==> src/rtl/jtframe_cen_bank.sv <==
// Multi-channel fractional clock-enable generator: CH independent cen/cenb pairs at
// runtime-selectable n/m ratios, with a global lock indication.
module jtframe_cen_bank #(
  parameter int unsigned CH       = 6,
  parameter int unsigned W        = 10,
  parameter int unsigned LOCK_CYC = 16
) (
  input  logic            clk,
  input  logic            rst,
  input  logic            enable,
  input  logic [CH*W-1:0] n,
  input  logic [CH*W-1:0] m,
  output logic [CH-1:0]   cen,
  output logic [CH-1:0]   cenb,
  output logic [CH-1:0]   bad,
  output logic            locked
);

  localparam int unsigned CW = $clog2(LOCK_CYC + 1);
  localparam logic [CW-1:0] LockMax = CW'(LOCK_CYC);

  logic [CH-1:0] change;
  logic [CH-1:0] bad_d;

  for (genvar i = 0; i < CH; i++) begin : g_ch
    logic [W-1:0]   n_in, m_in;
    logic [W-1:0]   sn_q, sm_q, sn_d, sm_d;
    logic [W:0]     acc_q, acc_d;
    logic [W+1:0]   sum;
    logic           ph_q, ph_d;
    logic           cen_q, cen_d, cenb_q, cenb_d, bad_q;
    logic           valid;

    assign n_in      = n[i*W +: W];
    assign m_in      = m[i*W +: W];
    assign change[i] = (n_in != sn_q) || (m_in != sm_q);
    assign sn_d      = change[i] ? n_in : sn_q;
    assign sm_d      = change[i] ? m_in : sm_q;
    // bad tracks the shadow as it will stand after this edge
    assign bad_d[i]  = !((sm_d != '0) && ({sn_d, 1'b0} <= {1'b0, sm_d}));
    assign valid     = (sm_q != '0) && ({sn_q, 1'b0} <= {1'b0, sm_q});
    assign sum       = {1'b0, acc_q} + {1'b0, sn_q, 1'b0};

    always_comb begin
      acc_d  = acc_q;
      ph_d   = ph_q;
      cen_d  = 1'b0;
      cenb_d = 1'b0;
      if (change[i] || !valid) begin
        acc_d = '0;
        ph_d  = 1'b0;
      end else if (enable) begin
        if (sum >= {2'b00, sm_q}) begin
          // sum < 2m here, so the difference fits in W+1 bits
          acc_d  = sum[W:0] - {1'b0, sm_q};
          ph_d   = ~ph_q;
          cen_d  = ~ph_q;
          cenb_d = ph_q;
        end else begin
          acc_d = sum[W:0];
        end
      end
    end

    always_ff @(posedge clk or posedge rst) begin
      if (rst) begin
        sn_q   <= '0;
        sm_q   <= '0;
        acc_q  <= '0;
        ph_q   <= 1'b0;
        cen_q  <= 1'b0;
        cenb_q <= 1'b0;
        bad_q  <= 1'b0;
      end else begin
        sn_q   <= sn_d;
        sm_q   <= sm_d;
        acc_q  <= acc_d;
        ph_q   <= ph_d;
        cen_q  <= cen_d;
        cenb_q <= cenb_d;
        bad_q  <= bad_d[i];
      end
    end

    assign cen[i]  = cen_q;
    assign cenb[i] = cenb_q;
    assign bad[i]  = bad_q;
  end

  logic [CW-1:0] cnt_q, cnt_d;
  logic          locked_q, locked_d;

  always_comb begin
    if (|change) begin
      cnt_d = '0;
    end else if (cnt_q == LockMax) begin
      cnt_d = cnt_q;
    end else begin
      cnt_d = cnt_q + CW'(1);
    end
    locked_d = (cnt_d == LockMax) && !(|bad_d);
  end

  always_ff @(posedge clk or posedge rst) begin
    if (rst) begin
      cnt_q    <= '0;
      locked_q <= 1'b0;
    end else begin
      cnt_q    <= cnt_d;
      locked_q <= locked_d;
    end
  end

  assign locked = locked_q;

endmodule
==> config.mk <==
export PLATFORM = sky130hd
export DESIGN_NAME = jtframe_cen_bank
export DESIGN_NICKNAME = d
export VERILOG_FILES = /design/src/rtl/jtframe_cen_bank.sv
export SDC_FILE = /design/constraint.sdc
export NUM_CORES = 1
export LEC_CHECK = 0
export CORE_UTILIZATION = 67
export DETAILED_ROUTE_END_ITERATION = 8
export DONT_BUFFER_PORTS = 1
export HOLD_SLACK_MARGIN = 0.05
export MAX_ROUTING_LAYER = met4
export PLACE_DENSITY = 0.83
export SYNTH_ARGS = -nofsm -noshare
export SYNTH_HDL_FRONTEND = slang
export SYNTH_SLANG_ARGS = --single-unit
==> constraint.sdc <==
create_clock -name clk -period 12 [get_ports clk]
set_input_delay 1.2 -clock clk [delete_from_list [all_inputs] [get_ports clk]]
set_output_delay 1.2 -clock clk [all_outputs]
set_load 0.005 [all_outputs]
* Word-level counts from Yosys, hierarchy flattened *
Cells that the tools add are included.

storage, ports and cells
  register bits after elaboration = 216
  input port bits = 123
  output and inout bits = 19
  logic and storage cells = 251

cells by class
  $add $sub $neg = 13
  magnitude comparators = 18
  equal/unequal tests = 14
  multiplexer cells = 86
  bitwise logic cells = 6
  reductions and logical operators = 70

operators by type and width
  operator               number
  $mux W11               18
  $le A11 B10 Y1         12
  $mux W10               12
  $ne A10 B10 Y1         12
  $reduce_bool A10 Y1    12
  $add A11 B11 Y12       6
  $ge A12 B10 Y1         6
  $sub A11 B10 Y11       6
  $mux W1                54
  $reduce_bool A2 Y1     12
  $logic_and A1 B1 Y1    13
  $logic_not A1 Y1       13
  $logic_or A1 B1 Y1     12
  $reduce_and A2 Y1      6
  $reduce_or A6 Y1       2
  $eq A5 B5 Y1 const B   2
  $mux W5                2
  $not A1 Y1             6
  $add A5 B1 Y5 const B  1

* Depth between registers and ports, before layout *
Gate-level depths: netlist of the first run.

  depth after elaboration = 9
  mapped depth = 18
  mapped depth without buffers = 17

* Worst setup path before layout of the first run *
No wires, ideal clock.

  path kind = register to register
  from = reg g_ch[0].sn_q[0]
  to = reg g_ch[0].acc_q[3]
  library setup time = 0.094 ns
  data arrival time = 3.682 ns
  data required time = 11.906 ns
  path slack = 8.224 ns
  cell stages (with the launch flop) = 18
  buffers on the path = 2
  clock period less this slack = 3.776 ns
  cell sequence = dfrtp_1 -> ha_1 -> inv_1 -> fa_1 -> nor2b_1 -> o31a_1 -> a21oi_1 -> ha_1 -> or3_1 -> o21ai_0 -> a21oi_1 -> o41a_1 -> or4b_1 -> buf_2 -> and2_4 -> buf_6 -> mux2i_1 -> a211oi_1

between the ends
  longest elaborated chain between the ends = 5
  elaborated cells between the ends (all ways) = 13
  those cells by class = add/sub: 2; order compare: 2; eq/ne: 1; mux: 3; reduce/logical: 5

ends and longest elaborated chain
  element                                                    RTL line  text
  start: declaration                                         27        logic [W-1:0] sn_q, sm_q, sn_d, sm_d;
  start signal: assignment                                   75        sn_q <= sn_d;
  $add A11 B11 Y12 / $le A11 B10 Y1 (equally long branches)  42, 41
  $sub A11 B10 Y11, or another cell as far along             55        acc_d = sum[W:0] - {1'b0, sm_q};
  $mux W11 / $logic_not A1 Y1 (equally long branches)        53, 49
  $mux W11 / $logic_or A1 B1 Y1 (equally long branches)      52, 49
  $mux W11 / $reduce_bool A2 Y1 (equally long branches)      --
  end signal: assignment                                     69        acc_q <= '0;
  end signal: assignment                                     77        acc_q <= acc_d;
  end: declaration                                           28        logic [W:0] acc_q, acc_d;

Several ways; a longest one is shown, not always the timed one. The select of a mux whose other input is x is not followed.
A chain may end at the register's enable or synchronous reset.

* Worst setup path after layout of the first run *
  from = reg g_ch[1].sn_q[0]
  to = reg g_ch[1].acc_q[1]

between the ends
  longest elaborated chain between the ends = 5
  elaborated cells between the ends (all ways) = 13
  those cells by class = add/sub: 2; order compare: 2; eq/ne: 1; mux: 3; reduce/logical: 5

ends and longest elaborated chain
  element                                                    RTL line
  start: declaration                                         27
  start signal: assignment                                   75
  $add A11 B11 Y12 / $le A11 B10 Y1 (equally long branches)  42, 41
  $sub A11 B10 Y11, or another cell as far along             55
  $mux W11 / $logic_not A1 Y1 (equally long branches)        53, 49
  $mux W11 / $logic_or A1 B1 Y1 (equally long branches)      52, 49
  $mux W11 / $reduce_bool A2 Y1 (equally long branches)      --
  end signal: assignment                                     69
  end signal: assignment                                     77
  end: declaration                                           28

Several ways; a longest one is shown, not always the timed one. The select of a mux whose other input is x is not followed.

==> impl_metrics.toml, run 1 <==
[power_and_ir_drop]
switching_share_pct = 28.97
combPwrFrac_pct = 19.5
p_seq_share_pct = 40.4
ir_drop_uv = 121.2
report.power.total_mw = 1.929
power.switching_mw = 0.5589
p_int_mw = 1.370
p_per_area_mw_per_mm2 = 107.7
clkPwrFrac_pct = 40.1
leakagePower_nw = 8.337

[synth]
syn_inst = 1948
synthArstFlopShare_pct = 100.0
yosysTopAreaCellShare_pct = 31.21
synthTopCellsByCount = "ha_1 (230), dfrtp_1 (216), inv_1 (177), clkbuf_1 (132), nor2_1 (130)"
synth_edf_count = 0
yosysTopAreaCell = "dfrtp_1"
synthTopCellsByArea = "dfrtp_1 (31%), ha_1 (17%), xnor2_1 (6.1%), xor2_1 (4.3%), inv_1 (3.8%)"
syn_nets = 2313
synth_area_per_cell_um2 = 8.891
yosysWarnings = 0
syn_area_mm2 = 0.01732
yosysMostFrequentCell = "ha_1"
synth_cell_types = 74
synth-seq-cells = 216
synth_ff_type = "dfrtp_1"
yosysSeqAreaShare_pct = 31.21

[drt]
routed_wl_mm = 42.09
drcViolationCount = 0
vias_per_cell = 6.378
via_count = 13821
wire_per_inst_um = 19.42
ant_nets = 0
drtPass1Iterations = 5
drtIter0Drc = 1194

[setup_path]
cp.required_ns = 12.46
path_cells = "ha_1 > inv_1 > fa_1 > nor2b_1 > o31a_1 > a21oi_1 > ha_1 > or3_1 > o21ai_0 > o21ai_0 > a21o_1 > nor3b_2 > mux2_2 > o21ai_0"
cpMostUsedCell = "o21ai_0"
end_kind = "flop"
start_kind = "flop"
worst-path-buf-inv = 1
slowest_stage = "nor3b_2"
cp_top_family = "simple AND/OR/NAND/NOR gates"
crit_arrival_ns = 4.77
critPathMaxFanout = 12
worstSetupStartpoint = "g_ch[1].sn_q[0]$_DFF_PP0_"
cp_slowest_stage_delay_ns = 0.82
rr_startpoint = "g_ch[1].sn_q[0]$_DFF_PP0_"
crit_type = "flop to flop"

[die]
dieHeight_um = 162.8
pin_count = 142
dieArea_mm2 = 0.02650
start_util_pct = 68.58
rows = 58
coreArea_mm2 = 0.02525
die_x_um = 162.8

[clocking]
post_cts_resize_count = 0
post-cts-setup-buffers = 0
numCtsBuffers = 25
cts_root_buf = "clkbuf_16"
clk_pin_slew_ns = 0.07
ctsHoldBuffers = 0
cts_tree = "yes"
clockBufferDepth = 3
clk-insertion-delay-late_ns = 0.55
cts-htree-levels = 1
clkSinkCount = 216

[placement]
gp_congestion = 0.9757
hpwlAfterDp_mm = 32.56
pre_cts_ws_ns = 7.811
io_buffers = 0

[timing]
min_period_over_period_pct = 35.87
period_minus_slack_ns = 4.305
slew_violations = 0
hold_viol = 0
setup_viol = 0
finClkSkew_ns = 0.01315
rsz0062_at_grt = "false"
fmax_mhz = 232.3
tns_ns = 0
slew_headroom_pct = 30.04
tightest_slew_ns = 1.049
holdWs_ns = 0.4393
setup_ws_ns = 7.696

[worst_hold_path]
min_from = "g_ch[4].ph_q$_DFFE_PP0P_"
hp-class = "flop to flop"

[finish]
layout-drive-gt1-share_pct = 4.083
register_area_mm2 = 0.005405
multi_input_area_mm2 = 0.01056
antennaDiodeCount = 0
synthToLayoutAreaGrowth_pct = 3.453
fillerInstances = 1949
nNetsFinal = 2184

[flow_run]
drv_cap = 0

[global_route]
grt-ovfl-total = 0
grt_start_max_net_pins = 135
globalRouteTotalUtil_pct = 33.35
grt_pass1_wl_mm = 68.85
grt_pass1_vias = 13836
antenna_found_initial = 0

[run_status]
outcome = "completed"
[final cells by class]
class	count	share of cell area (%)
Tap cell	330	2.304
Timing Repair Buffer	5	0.2095
Multi-Input combinational cell	1394	58.92
Sequential cell	216	30.17
Inverter	177	3.750
Clock inverter	12	0.7682
Clock buffer	33	3.883
[worst reg2reg max path, cell delays in order (launching register included)]
cell	delay, ns
dfrtp_1	0.40
ha_1	0.22
inv_1	0.07
fa_1	0.41
nor2b_1	0.22
o31a_1	0.21
a21oi_1	0.08
ha_1	0.23
or3_1	0.39
o21ai_0	0.28
o21ai_0	0.12
a21o_1	0.22
nor3b_2	0.82
mux2_2	0.42
o21ai_0	0.14
[power groups by stage]
stage	combinational, mW	sequential (mW)	clock (mW)
2_1_floorplan	0.318	0.782	0
3_3_place_gp	0.354	0.792	0
3_5_place_dp	0.368	0.792	0
4_1_cts	0.372	0.780	0.786
5_1_grt	0.423	0.783	0.818
6_report	0.376	0.780	0.773
[worst paths after layout]
check                                               end  slack, ns  cells past startpoint
max                        g_ch[1].acc_q[1]$_DFFE_PP0P_       7.70                     14
min                             g_ch[4].cen_q$_DFF_PP0_       0.44                      1
max reg2reg                g_ch[1].acc_q[1]$_DFFE_PP0P_       7.70                     14
min reg2reg                     g_ch[4].cen_q$_DFF_PP0_       0.44                      1
max in group asynchronous     g_ch[0].sm_q[3]$_DFF_PP0_       9.68                      2
min in group asynchronous  g_ch[1].acc_q[3]$_DFFE_PP0P_       0.70                      1
[cell families (layout without fill, tap and decap cells)]
logic type	Yosys count	count (layout)	share of synthesized area [%]
xor gates and xnor gates	207	207	10.47
buffers and inverters	338	227	7.867
AOI/OAI and AO/OA	420	420	15.68
muxes	36	36	2.110
adders and majority gates	242	242	18.00
and+or+nand+nor	489	489	14.67
DFF	216	216	31.21
[cell usage in the layout (no fill, tap or decap), types with 19 or more instances in the layout]
master and count:
xor2_1 86, clkbuf_16 25, a21o_1 28, nand2_1 83, o211ai_1 20, nor3_1 30, ha_1 230, xnor2_1 121
nor2_1 130, nand3_1 36, a21oi_1 103, nand2b_1 19, nor4_1 54, dfrtp_1 216, nand4_1 42, inv_1 176
mux2i_1 32, nor2b_1 29, o21ai_0 103, a211oi_1 45, o21a_1 23
[flip-flops by register name, indices dropped and copies added (netlist names)]
register and flops:
g_ch.acc_q 66, g_ch.sm_q 60, g_ch.sn_q 60, g_ch.bad_q 6, g_ch.cen_q 6, g_ch.cenb_q 6
g_ch.ph_q 6, cnt_q 5, locked 1
[per-stage QoR]
stage / cells / util (%) / area, µm²
after floorplan: 1948 / - / 17320
after global placement: 2122 / 67.65 / 17080
after detailed placement: 2122 / 67.65 / 17080
after CTS: 2167 / 70.95 / 17920
after global routing: 2167 / 70.95 / 17920
final: 2167 / 70.95 / 17920
[metal layers]
metal / up-vias / GRT usage [%] / share of wire [%]
li1: 6564 / - / -
met1: 6663 / 42.62 / 43
met2: 486 / 54.26 / 47
met3: 108 / 5.653 / 6.6
met4: 0 / 9.813 / 3.1
met5: - / - / 0
No activity file was read; power rests on OpenSTA's default activity.
==> run 2, diff against run 1 <==
- ABC_AREA: default -> 1
- CORE_UTILIZATION: 67 -> 66
- PLACE_DENSITY: 0.83 -> 0.82
- clock period: 12 -> 4 ns (I/O delays scaled with it)
==> impl_metrics.toml, run 2 <==
[run_status]
outcome = "completed"

[worst_hold_path]
hold_path_depth = 3
min_to = "g_ch[3].bad_q$_DFF_PP0_"
hp-class = "input pin to flop"
min_from = "m[30]"

[finish]
antennaDiodeCount = 0
largestRegisters = "g_ch.acc_q (66), g_ch.sm_q (60), g_ch.sn_q (60)"
register_area_mm2 = 0.005405
final_cell_mix = "nand2_1 (544), inv_1 (348), ha_1 (230), dfrtp_1 (216), a21oi_1 (130)"
nNetsFinal = 2725
fillerInstances = 1951
multi_input_area_mm2 = 0.01056
largest_register_ffs = 66
layout-drive-gt1-share_pct = 6.473
final_common_cell = "nand2_1"
top_register = "g_ch.acc_q"
synthToLayoutAreaGrowth_pct = 10.75

[synth]
muxShareOfSynthArea_pct = 0
synth_ff_type = "dfrtp_1"
syn_area_mm2 = 0.01802
yosysMostFrequentCell = "nand2_1"
synth_area_per_cell_um2 = 7.646
synth_cell_types = 60
synth_edf_count = 0
synth-adder-area-share_pct = 17.30
synth-simple-area-share_pct = 21.49
yosysSeqAreaShare_pct = 29.99
synthTopCellsByCount = "nand2_1 (545), inv_1 (349), ha_1 (230), dfrtp_1 (216), a21oi_1 (130)"
synthTopCellsByArea = "dfrtp_1 (30%), ha_1 (16%), nand2_1 (11%), inv_1 (7.3%), xnor2_1 (3.7%)"
syn_nets = 2722
syn_inst = 2357
synth_compound_area_share_pct = 12.34
synthArstFlopShare_pct = 100.0
yosysTopAreaCell = "dfrtp_1"
yosysTopAreaCellShare_pct = 29.99
synth_xor_area_share_pct = 7.324
synth-seq-cells = 216
synth_top_family_by_area = "simple AND/OR/NAND/NOR gates"
yosysWarnings = 0

[power_and_ir_drop]
report.power.total_mw = 6.167
power.switching_mw = 1.795
leakagePower_nw = 10.62
switching_share_pct = 29.10
combPwrFrac_pct = 20.2
ir_drop_uv = 334.1
p_int_mw = 4.373
p_per_area_mw_per_mm2 = 309.0
clkPwrFrac_pct = 41.9
p_seq_share_pct = 37.9

[timing]
period_minus_slack_ns = 3.630
setup_viol = 0
holdWs_ns = 0.1070
tns_ns = 0
rsz0062_at_grt = "false"
hold_viol = 0
fmax_mhz = 275.5
slew_violations = 0
min_period_over_period_pct = 90.74
slew_headroom_pct = 28.47
setup_ws_ns = 0.3703
finClkSkew_ns = 0.02130
tightest_slew_ns = 1.059

[setup_path]
cp.required_ns = 4.47
rr_startpoint = "g_ch[4].sn_q[0]$_DFF_PP0_"
ff2ff_setup_slack_ns = 0.37
start_kind = "flop"
crit_arrival_ns = 4.10
crit_type = "flop to flop"
end_kind = "flop"
r2r_cells = 19
critPathMaxFanout = 19
timing.rr.end = "g_ch[4].acc_q[1]$_DFFE_PP0P_"

[global_route]
grt_pass1_wl_mm = 79.23
globalRouteTotalUtil_pct = 36.31
grt_pass1_vias = 16144
grt_start_max_net_pins = 123
antenna_found_initial = 0
grt-ovfl-total = 0

[die]
start_util_pct = 67.06
dieHeight_um = 167.2
rows = 60
pin_count = 142
coreArea_mm2 = 0.02688
die_x_um = 167.2
dieArea_mm2 = 0.02797

[drt]
drtIter0Drc = 1247
drcViolationCount = 0
vias_per_cell = 5.885
wire_per_inst_um = 17.95
via_count = 16007
ant_nets = 0
routed_wl_mm = 48.84
drtPass1Iterations = 7

[clocking]
numCtsBuffers = 25
clk-insertion-delay-late_ns = 0.55
clk_pin_slew_ns = 0.06
post-cts-setup-buffers = 0
clockBufferDepth = 3
clkSinkCount = 216
cts_root_buf = "clkbuf_16"
cts-htree-levels = 1
cts_tree = "yes"

[placement]
io_buffers = 0
pre_cts_ws_ns = 0.2429
gp_congestion = 0.9763
hpwlAfterDp_mm = 34.90

[flow_run]
drv_cap = 0
run 2: cell count changes after synthesis, moves of 32 or more:
| cell | previous run | this run |
|---|---|---|
| o21ai_0 | 103 | 52 |
| a211oi_1 | 45 | 10 |
| nand3_1 | 36 | 71 |
| mux2i_1 | 32 | 0 |
| nor4_1 | 54 | 15 |
| inv_1 | 177 | 349 |
| xnor2_1 | 121 | 77 |
| nand2_1 | 83 | 545 |
run 2: logic make-up after synthesis:
kind of cell             after synthesis
flip-flops                           216
adder cells (fa/ha/maj)              242
buffers and inverters                512
XOR/XNOR                             149
AO/OA/AOI/OAI                        347
AND/OR/NAND/NOR                      891
run 2: worst max-delay path: stages, from the launching register on:
cell     delay (ns)
dfrtp_1        0.40
ha_1           0.21
inv_1          0.06
fa_1           0.43
o21ai_2        0.23
a21oi_1        0.09
o21ai_0        0.20
xor2_1         0.25
ha_1           0.32
a21oi_1        0.13
o21ai_0        0.11
a21oi_2        0.18
o41ai_1        0.11
a21oi_1        0.25
nand2_4        0.20
nor2_1         0.19
nand2_1        0.07
nand2_1        0.06
nand2_1        0.04
inv_1          0.04
run 2: through the flow:
| step | utilization (%) | area [µm²] | std cells |
|---|---|---|---|
| 2_1_floorplan | - | 18030 | 2357 |
| 4_1_cts | 74.19 | 19940 | 2720 |
| 5_1_grt | 74.26 | 19960 | 2720 |
| 6_report | 74.26 | 19960 | 2720 |
| 3_5_place_dp | 66.22 | 17800 | 2552 |
| 3_3_place_gp | 66.22 | 17800 | 2552 |
run 2: timing repair:
item / 4_1_cts / 5_1_grt
hold endpoints to repair: 323 / 0
resized for setup: 0 / 6
endpoints found under the setup margin: 0 / 40
hold buffers: 122 / 0
run 2: how the worst max path moves through the flow:
stage	to	slack (ns)	cells past startpoint	startpoint
6_report	g_ch[4].acc_q[1]$_DFFE_PP0P_	0.37	19	g_ch[4].sn_q[0]$_DFF_PP0_
5_1_grt	g_ch[4].acc_q[1]$_DFFE_PP0P_	0.01	19	g_ch[4].sn_q[0]$_DFF_PP0_
4_1_cts	g_ch[3].acc_q[8]$_DFFE_PP0P_	0.23	20	g_ch[3].sn_q[0]$_DFF_PP0_
3_5_place_dp	g_ch[3].acc_q[8]$_DFFE_PP0P_	0.24	20	g_ch[3].sn_q[0]$_DFF_PP0_
3_3_place_gp	g_ch[3].acc_q[8]$_DFFE_PP0P_	0.35	20	g_ch[3].sn_q[0]$_DFF_PP0_
2_1_floorplan	cnt_q[0]$_DFF_PP0_	0.79	1	rst
run 2: layout make-up:
| type | instances | area share, % |
|---|---|---|
| inverter | 360 | 6.814 |
| sequential | 216 | 27.08 |
| multi-input combinational | 1629 | 52.89 |
| timing repair buffer | 128 | 6.469 |
| tap | 341 | 2.138 |
| clock inverter | 15 | 1.160 |
| clock buffer | 31 | 3.448 |
run 2: power by group through the flow:
stage	Combinational [mW]	Clock [mW]	Sequential (mW)
5_1_grt	1.40	2.69	2.34
4_1_cts	1.22	2.61	2.33
3_5_place_dp	1.10	0	2.37
2_1_floorplan	0.947	0	2.34
6_report	1.25	2.58	2.34
3_3_place_gp	1.07	0	2.37
run 2: routing by layer:
metal  GRT usage (%)  share of wire [%]  routed length (µm)
met2           59.01                 47               22730
met3           5.625                6.8                3334
met4           17.11                5.4                2624
met5               -                  0                   0
met1           44.51                 41               20150
==> run 3, diff against run 2 <==
- CORE_ASPECT_RATIO: default -> 0.9
- CORE_UTILIZATION: 66 -> 67
- PLACE_DENSITY: 0.82 -> 0.83
- clock period: 4 -> 4.6 ns (I/O delays scaled with it)
==> impl_metrics.toml, run 3 (same netlist as run 2, synthesis figures left out) <==
[drt]
drcViolationCount = 0
via_count = 16016
ant_nets = 0
routed_wl_mm = 49.88
vias_per_cell = 5.877
drtIter0Drc = 1572
drtPass1Iterations = 5
wire_per_inst_um = 18.31

[finish]
final_common_cell = "nand2_1"
nNetsFinal = 2722
largest_register_ffs = 66
synthToLayoutAreaGrowth_pct = 10.24
final_cell_mix = "nand2_1 (545), inv_1 (348), ha_1 (230), dfrtp_1 (216), a21oi_1 (130)"
register_area_mm2 = 0.005405
fillerInstances = 1856
fin_area_mm2 = 0.01987
top_register = "g_ch.acc_q"
fin_util_pct = 75.61
multi_input_area_mm2 = 0.01054
final_cell_count_no_fill = 2725
largestRegisters = "g_ch.acc_q (66), g_ch.sm_q (60), g_ch.sn_q (60)"
layout-drive-gt1-share_pct = 6.232

[setup_path]
crit_arrival_ns = 4.43
start_kind = "flop"
cpMostUsedCell = "nand2_1"
r2r_cells = 19
slowest_stage = "nand2_1"
critPathMaxFanout = 20
cp_slowest_stage_delay_ns = 0.50
crit_type = "flop to flop"
end_kind = "flop"
cp.required_ns = 5.02
path_cells = "ha_1 > inv_1 > fa_1 > o21ai_0 > a21oi_1 > o21ai_0 > xor2_1 > ha_1 > nand2_1 > nor3_1 > nand2_1 > o211ai_2 > nand2_1 > nor2_1 > nor2_1 > nand2_1 > o21ai_0 > o211ai_1 > nand2_1"

[timing]
hold_viol = 0
min_period_over_period_pct = 87.23
holdWs_ns = 0.06784
setup_ws_ns = 0.5876
period_minus_slack_ns = 4.012
finClkSkew_ns = 0.01608
rsz0062_at_grt = "false"
tns_ns = 0
setup_viol = 0
slew_headroom_pct = 25.98
slew_violations = 0
tightest_slew_ns = 1.106
fmax_mhz = 249.2

[clocking]
numCtsBuffers = 25
clk_pin_slew_ns = 0.06
clockBufferDepth = 3
clk-insertion-delay-late_ns = 0.54
cts_root_buf = "clkbuf_16"
cts-htree-levels = 1
cts_tree = "yes"
post-cts-setup-buffers = 0
clkSinkCount = 216

[power_and_ir_drop]
report.power.total_mw = 5.262
leakagePower_nw = 10.57
ir_drop_uv = 309.0
p_per_area_mw_per_mm2 = 264.9

[global_route]
globalRouteTotalUtil_pct = 37.53
antenna_found_initial = 0
grt_pass1_vias = 15984
grt_pass1_wl_mm = 79.98
grt_start_max_net_pins = 147
grt-ovfl-total = 0

[die]
die_x_um = 174.9
start_util_pct = 68.59
dieHeight_um = 157.6
coreArea_mm2 = 0.02628
dieArea_mm2 = 0.02756
pin_count = 142
rows = 56

[placement]
hpwlAfterDp_mm = 35.27
dpl_cell_area_mm2 = 0.01778
gp_congestion = 0.9676
post-place-cells = 2557
io_buffers = 0
pre_cts_ws_ns = 0.6535

[worst_hold_path]
hold_path_depth = 1
hp-class = "input pin to flop"

[flow_run]
drv_cap = 0

[run_status]
outcome = "completed"
==> run 3: per-layer routing <==
metal | track usage, % | up-vias | routed length [µm]
met5 | - | - | 0
met4 | 14.37 | 0 | 1953
met3 | 7.133 | 181 | 4344
met2 | 58.65 | 805 | 22430
met1 | 48.52 | 7425 | 21150
li1 | - | 7605 | -
==> run 3: final cells by class <==
cell class	count	area share (%)
Inverter	360	6.845
Clock buffer	36	3.760
Sequential cell	216	27.21
Tap cell	348	2.192
Timing Repair Buffer	125	6.310
Antenna cell	2	0.02519
Clock inverter	9	0.6361
Multi-Input combinational cell	1629	53.03
==> run 3: final timing paths <==
check	start	endpoint	slack, ns
worst max-delay path	g_ch[3].sn_q[0]$_DFF_PP0_	g_ch[3].acc_q[2]$_DFFE_PP0P_	0.59
worst min-delay path	m[39]	g_ch[3].bad_q$_DFF_PP0_	0.07
min in group asynchronous	rst	g_ch[1].bad_q$_DFF_PP0_	0.55
max in group asynchronous	rst	g_ch[3].sm_q[3]$_DFF_PP0_	2.75
worst max register to register	g_ch[3].sn_q[0]$_DFF_PP0_	g_ch[3].acc_q[2]$_DFFE_PP0P_	0.59
worst min register to register	g_ch[4].ph_q$_DFFE_PP0P_	g_ch[4].cen_q$_DFF_PP0_	0.45
==> run 3: report_power, final <==
part           leakage (nW)  internal, mW  total (mW)  switching (mW)
Sequential             2.72          1.96        2.03          0.0755
Combinational          7.42         0.447        1.10           0.650
Clock                 0.432          1.29        2.13           0.840
Total                  10.6          3.70        5.26            1.57
==> run 3: worst max-delay path, delay by kind of cell, from the launching register on <==
| kind | cells | cell delay [ns] |
|---|---|---|
| buffers and inverters | 1 | 0.07 |
| AO/OA/AOI/OAI | 6 | 1.13 |
| AND/OR/NAND/NOR | 8 | 1.14 |
| flip-flops | 1 | 0.42 |
| XOR/XNOR | 1 | 0.15 |
| adder cells (fa/ha/maj) | 3 | 0.96 |
==> run 3: repair_timing <==
action / CTS / global route
resized for setup: 0 / 0
hold buffers: 121 / 0
endpoints found under the hold margin: 148 / 0
